[config.mk]
export PLATFORM = sky130hd
export DESIGN_NAME = knn_stream_loader
export DESIGN_NICKNAME = d
export VERILOG_FILES = /design/src/rtl/knn_stream_loader.sv
export SDC_FILE = /design/constraint.sdc
export NUM_CORES = 1
export LEC_CHECK = 0
export ABC_AREA = 1
export CELL_PAD_IN_SITES_DETAIL_PLACEMENT = 1
export CELL_PAD_IN_SITES_GLOBAL_PLACEMENT = 2
export CORE_ASPECT_RATIO = 0.5
export CORE_MARGIN = 4
export CORE_UTILIZATION = 36
export DETAILED_ROUTE_END_ITERATION = 16
export DONT_BUFFER_PORTS = 1
export PLACE_DENSITY = 0.88
export SETUP_SLACK_MARGIN = 0.02
export SKIP_CTS_REPAIR_TIMING = 1
export SLEW_MARGIN = 20
export SYNTH_ARGS = -nofsm -noshare
export SYNTH_HDL_FRONTEND = slang
export SYNTH_SLANG_ARGS = --single-unit
[constraint.sdc]
create_clock -name clk -period 1.74 [get_ports clk]
set_input_delay 0.348 -clock clk [delete_from_list [all_inputs] [get_ports clk]]
set_output_delay 0.348 -clock clk [all_outputs]
set_load 0.005 [all_outputs]
[src/rtl/knn_stream_loader.sv]
// knn_stream_loader: word-serial front/back end for the combinational k-NN core.
// Shifts the query plus N points into a packed bus, waits LAT cycles for the
// core to settle, captures its K-word result and streams it out MSB word first.
module knn_stream_loader #(
    parameter int W   = 32,
    parameter int K   = 2,
    parameter int N   = 4,
    parameter int LAT = 1
) (
    input  logic                 clk,
    input  logic                 rst_n,
    input  logic                 in_valid,
    output logic                 in_ready,
    input  logic [W-1:0]         in_data,
    output logic [(N+1)*W-1:0]   p_input,
    input  logic [K*W-1:0]       core_o,
    output logic                 out_valid,
    input  logic                 out_ready,
    output logic [W-1:0]         out_data,
    output logic                 out_last,
    output logic                 busy
);

    localparam int WCW = $clog2(N + 1);
    localparam int SCW = (LAT > 1) ? $clog2(LAT) : 1;
    localparam int RW  = (K > 1) ? $clog2(K) : 1;

    typedef enum logic [1:0] {
        LOAD,
        SETTLE,
        SEND
    } state_t;

    state_t               state_q, state_d;
    logic [WCW-1:0]       wc_q, wc_d;
    logic [SCW-1:0]       sc_q, sc_d;
    logic [RW-1:0]        r_q, r_d;
    logic [(N+1)*W-1:0]   p_q, p_d;
    logic [K*W-1:0]       res_q, res_d;
    logic [W-1:0]         out_data_q, out_data_d;
    logic                 out_valid_q, out_valid_d;
    logic                 out_last_q, out_last_d;

    assign in_ready  = (state_q == LOAD) && rst_n;
    assign busy      = (state_q != LOAD);
    assign p_input   = p_q;
    assign out_valid = out_valid_q;
    assign out_data  = out_data_q;
    assign out_last  = out_last_q;

    // Next-state and datapath: load shifting, settle counting, result streaming.
    // The result register shifts left one word per handshake so the next word
    // to send is always in its top slot; out_data itself is a separate flop.
    always_comb begin
        state_d     = state_q;
        wc_d        = wc_q;
        sc_d        = sc_q;
        r_d         = r_q;
        p_d         = p_q;
        res_d       = res_q;
        out_data_d  = out_data_q;
        out_valid_d = out_valid_q;
        out_last_d  = out_last_q;
        case (state_q)
            LOAD: begin
                if (in_valid) begin
                    p_d = {p_q[N*W-1:0], in_data};
                    if (wc_q == WCW'(N)) begin
                        wc_d    = '0;
                        sc_d    = '0;
                        state_d = SETTLE;
                    end else begin
                        wc_d = wc_q + WCW'(1);
                    end
                end
            end
            SETTLE: begin
                if (sc_q == SCW'(LAT - 1)) begin
                    res_d       = core_o << W;
                    out_data_d  = core_o[K*W-1 -: W];
                    out_last_d  = (K == 1);
                    out_valid_d = 1'b1;
                    r_d         = '0;
                    state_d     = SEND;
                end else begin
                    sc_d = sc_q + SCW'(1);
                end
            end
            SEND: begin
                if (out_ready) begin
                    if (r_q == RW'(K - 1)) begin
                        out_valid_d = 1'b0;
                        out_last_d  = 1'b0;
                        r_d         = '0;
                        state_d     = LOAD;
                    end else begin
                        r_d        = r_q + RW'(1);
                        out_data_d = res_q[K*W-1 -: W];
                        res_d      = res_q << W;
                        out_last_d = (r_q + RW'(1) == RW'(K - 1));
                    end
                end
            end
            default: state_d = LOAD;
        endcase
    end

    // State and datapath registers with asynchronous active-low reset.
    always_ff @(posedge clk or negedge rst_n) begin
        if (!rst_n) begin
            state_q     <= LOAD;
            wc_q        <= '0;
            sc_q        <= '0;
            r_q         <= '0;
            p_q         <= '0;
            res_q       <= '0;
            out_data_q  <= '0;
            out_valid_q <= 1'b0;
            out_last_q  <= 1'b0;
        end else begin
            state_q     <= state_d;
            wc_q        <= wc_d;
            sc_q        <= sc_d;
            r_q         <= r_d;
            p_q         <= p_d;
            res_q       <= res_d;
            out_data_q  <= out_data_d;
            out_valid_q <= out_valid_d;
            out_last_q  <= out_last_d;
        end
    end

endmodule

==> out/qor.yml <==
cts_buffers: 23
regToRegSetupSlack_ns: 0.16
min_period_ns: 1.620
cp-end-kind: "primary output"
ys_ff_latch: 231
power_uw: 21460
path_cells: "clkinv_4, nand2_2, nor2_2"
cts_root_buf: "clkbuf_16"
drc_errors: 0
timing.max_cap.violations: 0
criticalPathCategory: "flop to primary output"
hold_class: "input pin to async pin"
clkSinkCount: 231
internal_power_uw: 13050
start_util_pct: 37.41
placementRows: 41
grt_pass1_wl_um: 45150
max-clock-path-buffers: 3
worst_clock_skew_ns: 0.01947
drive_gt1_share_pct: 7.249
r2r-end: "out_data[6]"
power_density_nw_per_um2: 1913
p_sw_uw: 8414
dpl.hpwl_um: 19990
post-route-worst-setup-slack_ns: 0.1198
status: "finished, violations left"
relSlewSlack_pct: 64.29
hold_viol_final: 231
grt_overflow: 0
combPwrFrac_pct: 25.9
pre_cts_slack_ns: 0.1171
reg2reg_depth: 6
fillers: 3005
wl_per_cell_um: 19.88
startpoint_type: "flop"
cts_tree: "done"
final_common_cell: "nand2_1"
reg2reg_from: "state_q[0]"
clk-insertion-delay-late_ns: 0.52
p_leak_uw: 0.005839
placedInstanceArea_um2: 9817
die_height_um: 123.7
area_growth_pct: 16.43
critPathSlowestCell: "dfrtp_1"
vias: 7569
drt_iter0_markers: 507
multiInputGateArea_um2: 3164
crit_arrival_ns: 1.27
vdd_drop_max_mv: 0.7764
syn_nets: 1198
synth_cell_types: 18
final_cell_mix: "nand2_1, dfrtp_1, nand3_1"
worstPathMaxFanout: 11
hold-worst-slack_ns: -0.4680
fmax_mhz: 617.2
p_sw_share_pct: 39.20
final_area_um2: 11220
antenna_cells: 0
grt_antenna_before_repair: 0
grt_pass1_vias: 7625
violations: "negative hold slack"
portBuffers: 0
fin_crit_sh_pct: 93.11
setup_viol: 0
die_w_um: 239.3
core-area_um2: 25750
netlist_instances: 1096
synth.largest_area_cell: "dfrtp_1"
seqCellArea_um2: 5781
slew_viol_final: 0
clk_pin_slew_worst_paths_ns: 0.07
wl_um: 29600
fin_util_pct: 43.55
dieArea_um2: 29600
worst_slew_pin_slew_ns: 0.5357
yosys.area.top_type_share_pct: 60.01
clkPwrFrac_pct: 25.0
postRouteAntennaNets: 0
grt_max_degree: 233
drt_pass1_iterations: 4
io_pins: 296
place_congestion: 0.7981
synth_area_um2: 9633
worst_ep_required_time_ns: 1.39
avgSynthCellArea_um2: 8.789
seqPwrFrac_pct: 49.0
grt_setup_unrepaired: "false"
viasPerCell: 5.083
htreeDepth: 1
gr-usage-all-layers_pct: 19.11
nets: 1231
synthTopCellsByArea: "dfrtp_1, nand2_1, nand3_1"
yosysWarnings: 0
slowest_delay_ns: 0.43
ys_seq_area_share_pct: 60.01
-- metal layers --
| metal | track usage [%] | vias to the layer above | wire [µm] |
|---|---|---|---|
| li1 | - | 3522 | - |
| met1 | 25.34 | 3792 | 12750 |
| met2 | 31.91 | 195 | 14410 |
| met3 | 4.115 | 60 | 1384 |
| met4 | 5.867 | 0 | 1056 |
| met5 | 0 | - | 0 |
-- worst max-delay path, delay by kind of cell, from the launching register on --
family	cells	cell delay, ns
buf+inv	1	0.12
flops	1	0.43
simple gates	2	0.21
-- stage by stage --
stage          hold slack, ns  cells  setup TNS [ns]
2_1_floorplan         0.05241   1096               0
3_3_place_gp          0.06432   1390               0
3_5_place_dp          0.05989   1390               0
4_1_cts               -0.5034   1431        -0.07439
5_1_grt               -0.5092   1489               0
6_report              -0.4680   1489               0
-- cell type report --
| class | count | area share (%) |
|---|---|---|
| clock buffers | 36 | 6.281 |
| clock inverters | 5 | 0.8925 |
| inverters | 49 | 1.751 |
| multi-input cells | 742 | 28.21 |
| flip-flops and latches | 231 | 51.54 |
| well taps | 344 | 3.838 |
| repair buffers | 82 | 7.485 |
-- Yosys cell counts, drive strengths merged --
| cell | instances |
|---|---|
| inv | 49 |
| ha | 2 |
| buf | 53 |
| nand3 | 165 |
| nand2 | 491 |
| nor2 | 14 |
| o21ai | 70 |
| clkbuf | 21 |
| dfrtp | 231 |
-- registers in the layout, indices dropped and copies added (netlist names) --
signal     flops
out_data      32
out_last       1
out_valid      1
p_input      160
res_q         32
state_q        2
wc_q           3
-- power groups by stage --
stage | logic (µW) | clock network (µW) | registers [µW]
6_report | 5560 | 5370 | 10500
5_1_grt | 6500 | 5760 | 10800
4_1_cts | 5460 | 5540 | 10600
3_5_place_dp | 5410 | 0 | 10700
3_3_place_gp | 5080 | 0 | 10500
2_1_floorplan | 4470 | 0 | 9430
-- how the worst max path moves through the flow --
stage	to	from	slack, ns	cells past startpoint
floorplan	in_ready	state_q[0]	0.31	5
finish	in_ready	state_q[0]	0.12	3
global placement	res_q[56]	state_q[0]	0.16	6
CTS	in_ready	state_q[1]	-0.07	3
detailed placement	res_q[39]	state_q[0]	0.12	6
global route	p_input[97]	state_q[1]	0.03	7
-- cell families after synthesis --
group           after synthesis  share of synthesized area [%]
compound gates               70                          4.026
fa+ha+maj                     2                         0.2597
buf+inv                     123                          7.352
flops                       231                          60.01
simple gates                670                          28.35
(Power assumes the default switching activity.)
==> edit 1: new RTL, same settings <==
The 3 states of `state_t` get a one-hot encoding in 3 bits.
--- a/src/rtl/knn_stream_loader.sv
+++ b/src/rtl/knn_stream_loader.sv
@@ -25,10 +25,10 @@
     localparam int SCW = (LAT > 1) ? $clog2(LAT) : 1;
     localparam int RW  = (K > 1) ? $clog2(K) : 1;
 
-    typedef enum logic [1:0] {
-        LOAD,
-        SETTLE,
-        SEND
+    typedef enum logic [2:0] {
+        LOAD   = 3'b001,
+        SETTLE = 3'b010,
+        SEND   = 3'b100
     } state_t;
 
     state_t               state_q, state_d;
Behaviour: same outputs for any inputs over 4 cycles, from zero or initial values and one cycle with rst_n low; so few cycles prove little.
==> edit 1 against the unedited design <==
- the flow finishes with violations (negative hold slack, negative setup slack)
- clock skew down 4.3 ps
- critical path depth unchanged
- via count down 3.8%
- wire length down 5.3%
- sequential share of layout area up 0.98 points
- setup slack worse by 140 ps
- synthesized area down 2.6%
- cell area down 1.4%
- sequential cell count up 1
- non-clock buffer count up 2
- total power down 13%
- critical path type unchanged
- critical endpoint unchanged
- largest cell class unchanged
==> edit 1: results (changes against the unedited design) <==
HP Class = in2async
top cells by count, synth = 591 x nand2_1, 231 x dfrtp_1, 70 x nand3_1
Fin Hold WS = -467 ps (+1.15 ps)
Max-slew headroom = 72.9% (+8.6 points)
antenna cells = 0 (unchanged)
maximum vdd drop = 0.783 mV (+0.88%)
Max clock buf depth = 3 (unchanged)
vias in the first global route = 7215 (-5.4%)
Setup Viol. Count Final = 1 (+1)
CP max FO = 5 (-6)
initial antenna violation count = 0 (unchanged)
Reg clk slew, reported paths = 70 ps (about the same)
All-Layer GR Usage = 18.2% (-0.88 points)
Fill cells = 2973 (-1.1%)
largest net degree at the start of global routing = 234 (+0.43%)
Clock Skew = 15.2 ps (-4.29 ps)
syn nets = 1180 (-1.5%)
top post-synthesis cells by area = dfrtp_1 62%, nand2_1 24%, nand3_1 3.7%
Max-Cap Viols = 0 (unchanged)
asr flop ratio synth = 100% (unchanged)
Clock Latency Late Sink = 520 ps (about the same)
layout cells sized above 1 = 5.87% (-1.4 points)
Final WS setup = -24.0 ps (-144 ps)
GP Congestion = 0.781 (-2.1%)
CTS H-tree depth = 1 (unchanged)
failing checks = negative hold slack, negative setup slack
first-pass GRT wire length = 42300 um (-6.3%)
DR WL/cell = 18.9 um (-5.1%)
Fin. Hold Viols = 232 (+0.43%)
Vias/cell = 4.90 (-3.6%)
placed wire-length estimate = 18600 um (-6.9%)
sequential share of the synthesized area = 61.9% (+1.9 points)
TritonCTS Buffers = 23 (unchanged)
setup_tns = -24.0 ps (-24.0 ps)
most common cell in the netlist = nand2_1
max reg flops = 160 (unchanged)
clock root buffer = clkbuf_16
library cells used by synthesis = 20 (+2)
Synth Warn # = 0 (unchanged)
drt first pass iters = 4 (unchanged)
status = finished, violations left
Leakage = 5.81 nW (-0.49%)
flop2flop setup slack = 110 ps (-50 ps)
Port-buffer cells = 0 (unchanged)
Initial DRC Count = 511 (+0.79%)
## edit 1: cell families after synthesis
logic type	count (synthesis)	share of synthesized area [%]
adder cells (fa/ha/maj)	2	0.267
AND/OR/NAND/NOR	670	28.2
buffers and inverters	106	5.95
AO/OA/AOI/OAI	67	3.59
flip-flops	232	61.9
XOR/XNOR	1	0.0933
## edit 1: layout make-up
class                   instances  area [um2]  area share [%]
clock buffers                  30         622            5.62
flip-flops and latches        232        5810            52.5
multi-input cells             740        3030            27.4
clock inverters                10        90.1           0.815
well taps                     344         430            3.89
inverters                      46         175            1.58
repair buffers                 84         905            8.18
## edit 1: worst paths after layout
kind                                             start                       end  cells after the start
worst max-delay path            state_q[0]$_DFFE_PN1P_                  in_ready                      3
worst min-delay path                             rst_n    p_input[6]$_DFFE_PN0P_                      0
worst max register to register  state_q[0]$_DFFE_PN1P_  out_data[29]$_DFFE_PN0P_                      7
worst min register to register   res_q[45]$_DFFE_PN0P_     res_q[45]$_DFFE_PN0P_                      2
max in group asynchronous                        rst_n     res_q[47]$_DFFE_PN0P_                      0
min in group clk                           in_data[27]   p_input[27]$_DFFE_PN0P_                      2
## edit 1: through the flow
step                hold slack [ps]  std cells  instance area, um2  util, %  setup slack (ps)
floorplan                      52.4       1078                9390        -               382
global placement               57.8       1382                9700     38.1               196
detailed placement             59.8       1382                9700     38.1              75.1
CTS                            -503       1422               10400     40.9              -166
global route                   -499       1486               11100     43.5             -82.8
finish                         -467       1486               11100     43.5             -24.0
## edit 1: report_power, final
| group | switching (W) | leakage, nW | internal, W |
|---|---|---|---|
| registers | 0.00244 | 2.98 | 0.00763 |
| clock network | 0.00216 | 0.343 | 0.00268 |
| logic | 0.00225 | 2.49 | 0.00141 |
| total | 0.00685 | 5.81 | 0.0117 |
## edit 1: layer usage
metal	GRT usage [%]	share of wire (%)	wire, um	vias to the layer above
met3	4.55	5.0	1410	48
li1	-	-	-	3419
met5	0	0	0	-
met4	4.44	2.7	745	0
met1	23.8	42	11700	3651
met2	31.0	51	14200	166
## edit 1: worst max-delay path: stages, from the launching register on
cell and delay [ps]:
dfstp_2 570, nand3b_4 100, buf_6 150, nor2_4 80
==> edit 2: new RTL, config.mk and constraints unchanged <==
Without the edit above. Set the parameter `K` to 1 (it was 2).
--- a/src/rtl/knn_stream_loader.sv
+++ b/src/rtl/knn_stream_loader.sv
@@ -3,7 +3,7 @@
 // core to settle, captures its K-word result and streams it out MSB word first.
 module knn_stream_loader #(
     parameter int W   = 32,
-    parameter int K   = 2,
+    parameter int K   = 1,
     parameter int N   = 4,
     parameter int LAT = 1
 ) (
Interface: changed (resized core_o); port bits go from 296 to 264. The function was not compared with the original's and may differ.
==> edit 2 against the unedited design <==
- the run ends with negative hold slack, negative setup slack left
- sequential cell count down 33
- setup slack worse by 160 ps
- wire length down 23%
- synthesized area down 18%
- cell area down 22%
- fmax decreased by 8.8%
- first-iteration DRC count decreased by 0.79%
- total power decreased by 24%
==> edit 2: results (changes against the unedited design) <==
status = finished, violations left
failing checks = negative hold slack, negative setup slack
vias = 5750 (-24%)
TritonCTS Buffers = 17 (-26%)
CP max FO = 6 (-5)
max reg flops = 160 (unchanged)
Synth Warn # = 0 (unchanged)
Clock Skew = 5.93 ps (-13.5 ps)
Max-slew headroom = 63.1% (-1.2 points)
CP startpoint = state_q[1]$_DFFE_PN0P_
Fin. Hold Viols = 198 (-14%)
library cells used by synthesis = 15 (-3)
setup_tns = -43.3 ps (-43.3 ps)
drt first pass iters = 4 (unchanged)
placed wire-length estimate = 15100 um (-24%)
flop2flop setup slack = 180 ps (+20 ps)
antenna cells = 0 (unchanged)
Clock Latency Late Sink = 440 ps (-80 ps)
Max clock buf depth = 2 (-1)
Post-synth EDFFs = 0 (unchanged)
Setup Viol. Count Final = 2 (+2)
Final WS setup = -37.2 ps (-157 ps)
first-pass GRT wire length = 36300 um (-20%)
Port-buffer cells = 0 (unchanged)
top post-synthesis cells by area = dfrtp_1 63%, nand2_1 20%, nand3_1 9.6%
top cells by count, synth = 426 x nand2_1, 198 x dfrtp_1, 152 x nand3_1
HP Class = in2async
layout cells sized above 1 = 7.47% (+0.22 points)
Fin Hold WS = -400 ps (+67.8 ps)
syn nets = 938 (-22%)
DRC viols = 0 (unchanged)
largest net degree at the start of global routing = 200 (-14%)
Arr. time, crit path = 1430 ps (+160 ps)
initial antenna violation count = 0 (unchanged)
maximum vdd drop = 0.635 mV (-18%)
DR WL/cell = 19.9 um (+0.20%)
r2r endpoint = p_input[56]$_DFFE_PN0P_
CP max-delay cell = dfrtp_2
clock root buffer = clkbuf_16
Reg clk slew, reported paths = 70 ps (about the same)
Initial DRC Count = 503 (-0.79%)
Nets = 917 (-26%)
CTS H-tree depth = 4 (+3)
GP Congestion = 0.827 (+3.6%)
All-Layer GR Usage = 18.9% (-0.25 points)
Leakage = 4.61 nW (-21%)
asr flop ratio synth = 100% (unchanged)
cell family with most CP delay = flip-flops
reg2reg path depth = 6 (unchanged)
Worst path max stage delay = 420 ps
sequential share of the synthesized area = 62.7% (+2.7 points)
vias in the first global route = 5857 (-23%)
-- edit 2: logic make-up (layout without fill, tap and decap cells) --
| group | count (synthesis) | after routing | synth area share (%) |
|---|---|---|---|
| flip-flops | 198 | 198 | 62.7 |
| AND/OR/NAND/NOR | 593 | 593 | 31.5 |
| adder cells (fa/ha/maj) | 2 | 2 | 0.317 |
| buffers and inverters | 71 | 60 | 5.24 |
| AO/OA/AOI/OAI | 4 | 4 | 0.253 |
-- edit 2: how the worst max path moves through the flow --
stage and end:
2_1_floorplan in_ready, 3_3_place_gp p_input[56]$_DFFE_PN0P_, 3_5_place_dp p_input[56]$_DFFE_PN0P_, 4_1_cts busy, 5_1_grt busy, 6_report busy
-- edit 2: final cells by class --
class | instances | area [um2]
clock buffer | 20 | 437
inverter | 10 | 42.5
fill | 2447 | 12400
clock inverter | 9 | 106
multi-input combinational | 599 | 2550
timing repair buffer | 21 | 255
sequential | 198 | 4960
tap | 292 | 365
-- edit 2: power breakdown --
group          leakage (nW)  total, W  switching, W  internal [W]
Sequential             2.49   0.00884       0.00234       0.00650
Combinational          1.86   0.00358       0.00214       0.00144
Clock                 0.258   0.00380       0.00171       0.00209
Total                  4.61    0.0162       0.00619        0.0100
-- edit 2: per-stage QoR --
stage               instances  instance area [um2]  util [%]  setup WS, ps  total power, W
CTS                      1137                 8570      40.7          -202          0.0162
finish                   1149                 8710      41.3         -37.2          0.0162
detailed placement       1108                 8030      38.1           201          0.0124
global route             1149                 8710      41.3         -93.8          0.0175
global placement         1108                 8030      38.1           246          0.0120
floorplan                 868                 7900         -           439          0.0108
-- edit 2: metal layers --
| layer | global-route usage (%) | up-vias | routed length (um) |
|---|---|---|---|
| met4 | 6.48 | 0 | 381 |
| met3 | 5.66 | 26 | 1640 |
| li1 | - | 2692 | - |
| met2 | 28.4 | 163 | 10400 |
| met5 | 0 | - | 0 |
| met1 | 26.1 | 2869 | 10400 |
